`src/rtl/tx_arb_pkg.sv`:
```
// Shared types and helpers for the round-robin transmit arbiter.
package tx_arb_pkg;

  // Arbiter lock state: free to pick a new source, or locked to a burst owner.
  typedef enum logic {
    UNLOCKED = 1'b0,
    LOCKED   = 1'b1
  } arb_state_t;

  // Next round-robin start position: the source after idx, wrapping at n.
  function automatic int unsigned rr_next(input int unsigned idx, input int unsigned n);
    return (idx + 32'd1 >= n) ? 32'd0 : idx + 32'd1;
  endfunction

endpackage

```
`src/rtl/rr_pick.sv`:
```
// Combinational round-robin priority selector: the first active request
// found when scanning upward from ptr (wrapping past NUM_REQ-1) wins.
module rr_pick #(
  parameter int NUM_REQ = 4,
  parameter int ID_W    = 2
) (
  input  logic [NUM_REQ-1:0] req,
  input  logic [ID_W-1:0]    ptr,
  output logic [NUM_REQ-1:0] grant,
  output logic [ID_W-1:0]    idx,
  output logic               any
);

  // Scan candidates in priority order and keep the first active one.
  always_comb begin
    logic [ID_W-1:0] cand;
    // NOTE: every output gets a default before the loop so no latch is inferred.
    grant = '0;
    idx   = '0;
    any   = 1'b0;
    cand  = '0;
    for (int k = 0; k < NUM_REQ; k++) begin
      cand = ID_W'((32'(ptr) + 32'(k)) % 32'(NUM_REQ));
      if (!any && req[cand]) begin
        grant[cand] = 1'b1;
        idx         = cand;
        any         = 1'b1;
      end
    end
  end

endmodule

```
`src/rtl/tx_rr_arbiter.sv`:
```
// Round-robin arbiter with burst lock sharing one VALID/READY transmit
// channel between NUM_REQ sources, with a one-entry registered output.
module tx_rr_arbiter
  import tx_arb_pkg::*;
#(
  parameter  int NUM_REQ = 4,
  parameter  int WIDTH   = 8,
  localparam int ID_W    = (NUM_REQ > 1) ? $clog2(NUM_REQ) : 1
) (
  input  logic                     ACLK,
  input  logic                     ARESET,
  input  logic [NUM_REQ-1:0]       req_valid,
  input  logic [NUM_REQ*WIDTH-1:0] req_data,
  input  logic [NUM_REQ-1:0]       req_last,
  output logic [NUM_REQ-1:0]       req_ready,
  output logic                     VALID,
  input  logic                     READY,
  output logic [WIDTH-1:0]         xDATA,
  output logic [ID_W-1:0]          xID,
  output logic                     xLAST,
  output logic                     busy
);

  arb_state_t         state;
  logic [ID_W-1:0]    owner;
  logic [ID_W-1:0]    ptr;

  logic [NUM_REQ-1:0] pick_grant;
  logic [ID_W-1:0]    pick_idx;
  logic               pick_any;

  logic [ID_W-1:0]    sel;
  logic               sel_valid;
  logic               sel_last;
  logic [WIDTH-1:0]   sel_data;
  logic               load_ok;
  logic               take;

  rr_pick #(
    .NUM_REQ (NUM_REQ),
    .ID_W    (ID_W)
  ) u_pick (
    .req   (req_valid),
    .ptr   (ptr),
    .grant (pick_grant),
    .idx   (pick_idx),
    .any   (pick_any)
  );

  // The output register may accept a beat when empty or being emptied now.
  assign load_ok = !VALID || READY;

  // While locked only the owner is eligible; otherwise the round-robin winner.
  always_comb begin
    sel       = pick_idx;
    sel_valid = pick_any;
    if (state == LOCKED) begin
      sel       = owner;
      sel_valid = req_valid[owner];
    end
  end

  // Reset forces every handshake low even though the scan still sees requests.
  assign take     = sel_valid && load_ok && !ARESET;
  assign sel_data = req_data[sel*WIDTH +: WIDTH];
  assign sel_last = req_last[sel];

  // One-hot ready to the source whose beat is being taken this cycle.
  always_comb begin
    req_ready = '0;
    if (take) begin
      if (state == LOCKED) req_ready[owner] = 1'b1;
      else                 req_ready = pick_grant;
    end
  end

  assign busy = (state == LOCKED) || VALID;

  // Output register, burst lock and round-robin pointer.
  always_ff @(posedge ACLK or posedge ARESET) begin
    // NOTE: sequential state uses non-blocking assignments so every flop samples pre-edge values.
    if (ARESET) begin
      state <= UNLOCKED;
      owner <= '0;
      ptr   <= '0;
      VALID <= 1'b0;
      xDATA <= '0;
      xID   <= '0;
      xLAST <= 1'b0;
    end else if (take) begin
      VALID <= 1'b1;
      xDATA <= sel_data;
      xID   <= sel;
      xLAST <= sel_last;
      if (sel_last) begin
        state <= UNLOCKED;
        ptr   <= ID_W'(rr_next(32'(sel), 32'(NUM_REQ)));
      end else begin
        state <= LOCKED;
        owner <= sel;
      end
    end else if (READY) begin
      VALID <= 1'b0;
    end
  end

endmodule

```
`config.mk`:
```
export PLATFORM = sky130hd
export DESIGN_NAME = tx_rr_arbiter
export DESIGN_NICKNAME = d
export VERILOG_FILES = /design/src/rtl/tx_arb_pkg.sv /design/src/rtl/rr_pick.sv /design/src/rtl/tx_rr_arbiter.sv
export SDC_FILE = /design/constraint.sdc
export NUM_CORES = 1
export LEC_CHECK = 0
export ABC_CLOCK_PERIOD_IN_PS = 4310
export CAP_MARGIN = 20
export CORE_AREA = 3 3 66 68
export DETAILED_ROUTE_END_ITERATION = 10
export DIE_AREA = 0 0 69 71
export PLACE_DENSITY = 0.76
export REMOVE_ABC_BUFFERS = 1
export SYNTH_ARGS = -nofsm -noshare
export SYNTH_HDL_FRONTEND = slang
export SYNTH_SLANG_ARGS = --single-unit
```
`constraint.sdc`:
```
create_clock -name ACLK -period 4.31 [get_ports ACLK]
set_input_delay 0.431 -clock ACLK [delete_from_list [all_inputs] [get_ports ACLK]]
set_output_delay 0.431 -clock ACLK [all_outputs]
set_load 0.03 [all_outputs]
```
==> Word level (Yosys, flattened, before mapping) <==
Index checks and enable logic that the tools add are counted.
{ "op_classes": {"add_sub_neg": 4, "order_cmp": 12, "shifts": 1, "n_mux": 42, "n_bitwise": 4, "n_reduce_logical": 20} }
{ "ops": {"columns": ["operator", "n"], "rows": [
  ["32-bit by 6-bit variable part select with 8-bit output", 1],
  ["4-bit two-way mux", 6],
  ["1-bit two-way mux", 19],
  ["2-bit by 3-bit < comparator with 1-bit output, second input constant", 6],
  ["1-bit binary-select mux with 2-bit select", 6],
  ["2-bit two-way mux", 6],
  ["4-bit OR", 3],
  ["1-bit demux with 2-bit select", 5],
  ["2-bit by 1-bit greater-or-equal comparator with 1-bit output, second input constant", 5],
  ["1-bit logical AND", 10],
  ["1-bit logical NOT", 5],
  ["2-bit adder, second input constant", 2],
  ["2-bit AND reduction", 2],
  ["2-bit by 1-bit adder with 3-bit output, second input constant", 1],
  ["3-bit greater-or-equal comparator, second input constant", 1],
  ["2-bit by 1-bit adder with 2-bit output, second input constant", 1],
  ["1-bit logical OR", 2],
  ["2-bit nonzero test", 1],
  ["1-bit inverter", 1]
]} }
{ "totals": {"register_bits": 17, "inputBits": 43, "out_inout_bits": 17} }

==> Logic depth before layout (Yosys ltp) <==
Gate-level depths: netlist of the first run.
{ "logic_depth": {"depth_word": 17, "ltp_mapped": 14, "mapped_depth_nobuf": 9} }

==> By module <==
From an unflattened synthesis of the first run, not the netlist that was laid out.
{ "unflattened": {"hier_cells": 136, "area_unflattened_um2": 1502.7} }
{ "modules_own_cells": {"columns": ["mod", "instances", "cells_each", "area_per_inst_um2"], "rows": [
  ["tx_rr_arbiter", 1, 91, 1083.5],
  ["rr_pick", 1, 45, 419.2]
]} }

==> Worst setup path after synthesis of the first run <==
OpenSTA, ideal clock, no wires.
{ "synth_path": {"kind": "register to output", "startpoint": "reg ptr[0]", "endpoint": "out req_ready[1]", "t_arrival_ns": 2.704, "required_ns": 3.879, "setup_slack_ns": 1.175, "path_stages_with_launch": 13, "path_cell_list": "dfrtp_1 > buf_6 > buf_2 > inv_1 > ha_1 > buf_6 > or3_4 > nor3_1 > a211o_2 > nand2_1 > a21oi_1 > a31oi_1 > nor2_1"} }
{ "synth_between": {"elab_chain_len": 16, "word_cells_on_any_way": 53, "classes_between": "add/sub: 3; order compare: 8; mux: 27; bitwise: 3; reduce/logical: 12"} }
{ "synth_lines": {"columns": ["item", "line", "source"], "rows": [
  ["start, declared", "tx_rr_arbiter.sv:26", "logic [ID_W-1:0] ptr;"],
  ["start signal, assigned", "tx_rr_arbiter.sv:97", "ptr <= ID_W'(rr_next(32'(sel), 32'(NUM_REQ)));"],
  ["branches (longest 15 deep; another with 2-bit by 3-bit < comparator with 1-bit output)", null, null],
  ["4-bit two-way mux (*)", "tx_rr_arbiter.sv:71", "if (take) begin"],
  ["end, declared", "tx_rr_arbiter.sv:15", "output logic [NUM_REQ-1:0] req_ready,"]
]} }
Mark *: on every way between the ends. The select of a mux whose other input is x is not followed.

==> Worst setup path in the final report of the first run <==
{ "layout_path": {"startpoint": "reg ptr[1]", "endpoint": "out req_ready[3]"} }
The elaborated chain is that of the path after synthesis.

==> qor.yml, run 1 <==
outcome:
  status: "complete, no violations"
route:
  viasPerCell: 5.55
  vias: 1571
  drc: 0
  routed_wl_um: 4130
  wire_per_inst_um: 14.6
  drt_pass1_iterations: 4
  dr.first_iter.drc_count: 147
  antenna_left: 0
clock_network:
  tritoncts: "yes"
  cts_buffers: 3
  hold_buffers: 0
  clockBufferDepth: 2
  clk_latency_ns: 0.25
  clock_sinks: 17
  root_buffer: "clkbuf_8"
  postCtsSetupBuffers: 0
  cts_resized: 0
  h-tree-depth: 1
  cts.clk_slew.worst_paths_ns: 0.07
critical_path:
  rr_endpoint: "ptr[1]"
  reg2reg_depth: 9
  end_kind: "primary output"
  crit-reg2reg-launch: "ptr[1]"
  startpoint: "ptr[1]"
  ff2ff_setup_slack_ns: 1.15
  cp-start-kind: "flip-flop"
  crit_type: "flip-flop to primary output"
  crit_arrival_ns: 3.50
  setup.worst_path.end: "req_ready[3]"
  crit_fanout: 10
  worstPathRequired_ns: 3.88
synth:
  netlist_top_cells_area: "dfrtp_1 (25%), mux2i_1 (18%), mux2_2 (9.3%), ha_1 (5.9%), mux4_2 (4.0%)"
  ys_warn_count: 0
  netlist_top_cells_count: "mux2i_1 (30), dfrtp_1 (17), mux2_2 (14), nand2_1 (14)"
  avgSynthCellArea_um2: 9.37
  ys_ff_latch: 17
  synthFlopType: "dfrtp_1"
  syn_area_um2: 1690
  syn_inst: 180
  synth-edff-count: 0
  yosys.area.top_type: "dfrtp_1"
  synth_top_area_frac: 0.252
  synthArstFlopShare: 1.00
  yosysUniqueCellTypes: 43
  yosysMostFrequentCell: "mux2i_1"
  yosysSeqAreaShare: 0.252
timing:
  slew_violations: 0
  max-slew-margin-rel: 0.557
  holdWs_ns: 0.508
  fmax_ghz: 0.254
  tns_ns: 0
  rsz0062_at_grt: "no"
  fin_crit_ns: 3.93
  fin_crit_sh: 0.912
  finalWorstSetupSlack_ns: 0.378
  skew_ns: 0.00315
  hold_viol_final: 0
  setup_viol: 0
  worst_pin_slew_ns: 0.664
final_layout:
  n_antenna_cell: 0
  multi_input_area_um2: 1140
  stdcell_area_um2: 2330
  syn2layout_area_growth_pct: 38.3
  nets: 285
  num-fill-cells: 371
  regArea_um2: 425
  drive_gt1_frac: 0.133
hold_path:
  hold_path.class: "flip-flop to flip-flop"
  hold_path_depth: 1
die:
  fp.dieH_um: 71
  core-area_um2: 3910
  io_pins: 60
  initial_core_util: 0.431
  die_w_um: 69
  die_area_um2: 4900
  num_rows: 23
global_route:
  grt_pass1_wl_um: 6870
  grt_overflow: 0
  track_usage: 0.169
  grt_start_max_net_pins: 27
  grt_pass1_vias: 1515
  antenna_found_initial: 0
power:
  peakVddDrop_uv: 315
  p_leak_nw: 1.06
  power_density_nw_per_um2: 654
place:
  dp_slack_ns: 0.639
  port-buffer-count: 59
  place_congestion: 0.813
  hpwl_um: 3090
  dpl-instance-area_um2: 2290
job:
  max_cap_violations: 0
flip-flops by register name (all words and copies together) (netlist names):
register / count
VALID: 1
owner: 2
ptr: 2
state: 1
xDATA: 8
xID: 2
xLAST: 1
power by group:
part | internal [mW] | switching [mW] | total [mW]
Sequential | 0.238 | 0.0827 | 0.320
Combinational | 0.516 | 0.569 | 1.09
Clock | 0.0657 | 0.0551 | 0.121
routing by layer:
layer	up-vias	GRT usage	wire (µm)
met3	5	0.0440	374
met1	731	0.201	1690
met5	-	0	0
met2	66	0.297	2010
met4	0	0.0564	52
li1	769	-	-
critical path, cell delays in order, from the launching register on:
cell	delay (ns)
dfrtp_1	0.53
inv_1	0.19
ha_1	0.50
mux4_2	0.40
a211oi_1	0.43
a222oi_1	0.19
a21oi_1	0.16
a31oi_1	0.06
nor2_1	0.11
clkdlybuf4s50_1	0.67
area by class of cell:
class,count,area share
repair buffers,63,0.266
inverters,10,0.0161
flip-flops and latches,17,0.182
multi-input cells,139,0.489
well taps,50,0.0268
clock buffers,4,0.0193
cells by family after synthesis:
kind of cell,share of synthesized area
AND/OR/NAND/NOR,0.127
AO/OA/AOI/OAI,0.179
adder cells (fa/ha/maj),0.0593
multiplexers,0.312
flip-flops,0.252
buffers and inverters,0.0712
per-stage QoR:
| stage | std cells | total power [mW] | util |
|---|---|---|---|
| 6_report | 283 | 1.53 | 0.596 |
| 5_1_grt | 283 | 1.64 | 0.596 |
| 4_1_cts | 283 | 1.54 | 0.596 |
| 3_5_place_dp | 279 | 1.41 | 0.584 |
| 3_3_place_gp | 279 | 1.40 | 0.584 |
| 2_1_floorplan | 166 | 1.07 | - |
how the worst min path moves through the flow:
| stage | startpoint | slack [ns] | to |
|---|---|---|---|
| final | xDATA[4] | 0.51 | xDATA[4] |
| after CTS | xDATA[4] | 0.51 | xDATA[4] |
| after global routing | xDATA[4] | 0.53 | xDATA[4] |
| after floorplan | ARESET | 0.36 | VALID |
| after global placement | xLAST | 0.47 | xLAST |
| after detailed placement | xDATA[4] | 0.50 | xDATA[4] |
placed cells by master, fill, tap and decap left out, types with 2 or more instances in the layout:
| master | n |
|---|---|
| a222oi_1 | 4 |
| buf_4 | 4 |
| nand3_1 | 2 |
| a21o_1 | 3 |
| o221ai_1 | 2 |
| clkbuf_8 | 3 |
| dfrtp_1 | 17 |
| inv_1 | 10 |
| nand2_1 | 14 |
| o21ai_0 | 4 |
| mux2i_1 | 30 |
| nor3_1 | 4 |
| a31oi_1 | 3 |
| nor2_1 | 11 |
| a21oi_1 | 11 |
| mux2_2 | 14 |
| clkdlybuf4s50_1 | 59 |
| ha_1 | 8 |
| mux4_2 | 3 |
| nand2b_1 | 3 |
Power figures use the tool's default switching activity.
==> inputs of run 2 (changes only) <==
--- a/config.mk
+++ b/config.mk
@@ -5,7 +5,7 @@
 export SDC_FILE = /design/constraint.sdc
 export NUM_CORES = 1
 export LEC_CHECK = 0
-export ABC_CLOCK_PERIOD_IN_PS = 4310
+export ABC_CLOCK_PERIOD_IN_PS = 3620
 export CAP_MARGIN = 20
 export CORE_AREA = 3 3 66 68
 export DETAILED_ROUTE_END_ITERATION = 10
==> constraint.sdc (replaced) <==
create_clock -name ACLK -period 3.62 [get_ports ACLK]
set_input_delay 0.362 -clock ACLK [delete_from_list [all_inputs] [get_ports ACLK]]
set_output_delay 0.362 -clock ACLK [all_outputs]
set_load 0.03 [all_outputs]
==> run 2 against run 1 <==
Non-clock buffer count is 1 lower. First-iteration DRC count is 1.4% higher. Combinational power is 19% higher. Flip-flop and latch count did not move. Clock skew decreased by 0.0010 ns. Wire length about the same. Worst setup slack got worse by 0.047 ns. Core utilization fell by 0.29 points. Register-to-register slack worse by 0.80 ns. Die area did not move. Largest power group unchanged.
==> qor.yml, run 2 (synthesis results as in run 1) <==
outcome:
  status: "complete, no violations"
clock_network:
  clk_latency_ns: 0.26
  cts_buffers: 3
  cts.clk_slew.worst_paths_ns: 0.07
  clock_sinks: 17
  tritoncts: "yes"
  h-tree-depth: 1
  hold_buffers: 0
  root_buffer: "clkbuf_8"
  clockBufferDepth: 2
route:
  antenna_left: 0
  vias: 1534
  drc: 0
  viasPerCell: 5.44
  wire_per_inst_um: 14.6
  routed_wl_um: 4130
  drt_pass1_iterations: 4
  dr.first_iter.drc_count: 149
final_layout:
  syn2layout_area_growth_pct: 37.6
  utilization: 0.593
  final_cells: 282
  num-fill-cells: 378
  largest_reg_flops: 8
  drive_gt1_frac: 0.155
  stdcell_area_um2: 2320
  nets: 284
  final_cell_mix: "clkdlybuf4s50_1 (55), mux2i_1 (30), dfrtp_1 (17)"
  top_register: "xDATA"
  layout_commonest_cell: "clkdlybuf4s50_1"
  n_antenna_cell: 0
place:
  placed_cells: 278
  place_congestion: 0.841
  hpwl_um: 3110
  dpl-instance-area_um2: 2270
  port-buffer-count: 59
power:
  power_density_nw_per_um2: 786
  seqPwrFrac: 0.208
  p_switching_uw: 853
  p_leak_nw: 1.07
  peakVddDrop_uv: 366
  power_frac_clock: 0.081
  comb_power_share: 0.711
  intPower_uw: 971
  netSwitchingFraction: 0.468
critical_path:
  crit_top_cell: "buf_4"
  worstPathRequired_ns: 3.26
  cp-start-kind: "flip-flop"
  critPathMaxStageDelay_ns: 0.55
  crit_fanout: 20
  end_kind: "primary output"
  path_cells: "inv_1, ha_1, or3_4, nor3_1, o31ai_1, and3_1, buf_4, o21a_1, buf_4"
  cpMaxStageDelayCell: "dfrtp_1"
  crit_arrival_ns: 2.93
  crit_type: "flip-flop to primary output"
die:
  initial_core_util: 0.431
  die_area_um2: 4900
  io_pins: 60
  fp.dieH_um: 71
  num_rows: 23
  die_w_um: 69
  core-area_um2: 3910
global_route:
  grt_overflow: 0
  grt_pass1_vias: 1533
  grt_start_max_net_pins: 21
  antenna_found_initial: 0
  grt_pass1_wl_um: 6920
  track_usage: 0.172
timing:
  skew_ns: 0.00215
  fin_crit_sh: 0.908
  fmax_ghz: 0.304
  slew_violations: 0
  setup_viol: 0
  worst_pin_slew_ns: 0.658
  tns_ns: 0
  holdWs_ns: 0.506
  rsz0062_at_grt: "no"
  fin_crit_ns: 3.29
  hold_viol_final: 0
  max-slew-margin-rel: 0.561
job:
  max_cap_violations: 0
hold_path:
  hold_path.class: "flip-flop to flip-flop"
-- run 2: worst max-delay path: cells and delay by family (launching register included) --
| kind | cells | cell delay [ns] |
|---|---|---|
| AND/OR/NAND/NOR | 3 | 0.81 |
| buffers and inverters | 3 | 0.58 |
| flip-flops | 1 | 0.55 |
| adder cells (fa/ha/maj) | 1 | 0.46 |
| AO/OA/AOI/OAI | 2 | 0.26 |
-- run 2: layout make-up --
type | instances | area [µm²] | share of cell area
sequential | 17 | 425 | 0.183
clock buffer | 3 | 41.3 | 0.0178
inverter | 10 | 37.5 | 0.0162
multi-input combinational | 139 | 1150 | 0.494
clock inverter | 1 | 5.00 | 0.00216
tap | 50 | 62.6 | 0.0270
timing repair buffer | 62 | 603 | 0.260
-- run 2: through the flow --
stage / setup slack [ns] / power (mW)
6_report: 0.332 / 1.82
3_3_place_gp: 0.442 / 1.65
2_1_floorplan: 0.0291 / 1.28
5_1_grt: 0.0992 / 1.96
4_1_cts: 0.192 / 1.83
3_5_place_dp: 0.393 / 1.68
-- run 2: final timing paths --
kind	start	end	slack, ns	cells past startpoint
max	ptr[1]	req_ready[2]	0.33	9
max reg2reg	ptr[1]	xDATA[3]	0.35	9
min	xLAST	xLAST	0.51	2
max in group asynchronous	ARESET	owner[0]	2.68	2
min reg2reg	xLAST	xLAST	0.51	2
min in group asynchronous	ARESET	VALID	0.52	2
-- run 2: what timing repair did --
item / in CTS / in global routing
resized for setup: 0 / 1
setup endpoints to repair: 0 / 1
buffers inserted: 0 / 0
-- run 2: routing by layer --
metal	wire, µm	track usage
met5	0	0
met3	371	0.0597
met1	1680	0.197
met2	2010	0.293
met4	63	0.0672
-- run 2: power by group through the flow --
stage / clock network [mW] / registers, mW / logic [mW]
floorplan: 0 / 0.511 / 0.768
global placement: 0 / 0.378 / 1.28
detailed placement: 0 / 0.378 / 1.30
CTS: 0.152 / 0.378 / 1.30
global route: 0.160 / 0.394 / 1.41
finish: 0.148 / 0.379 / 1.30
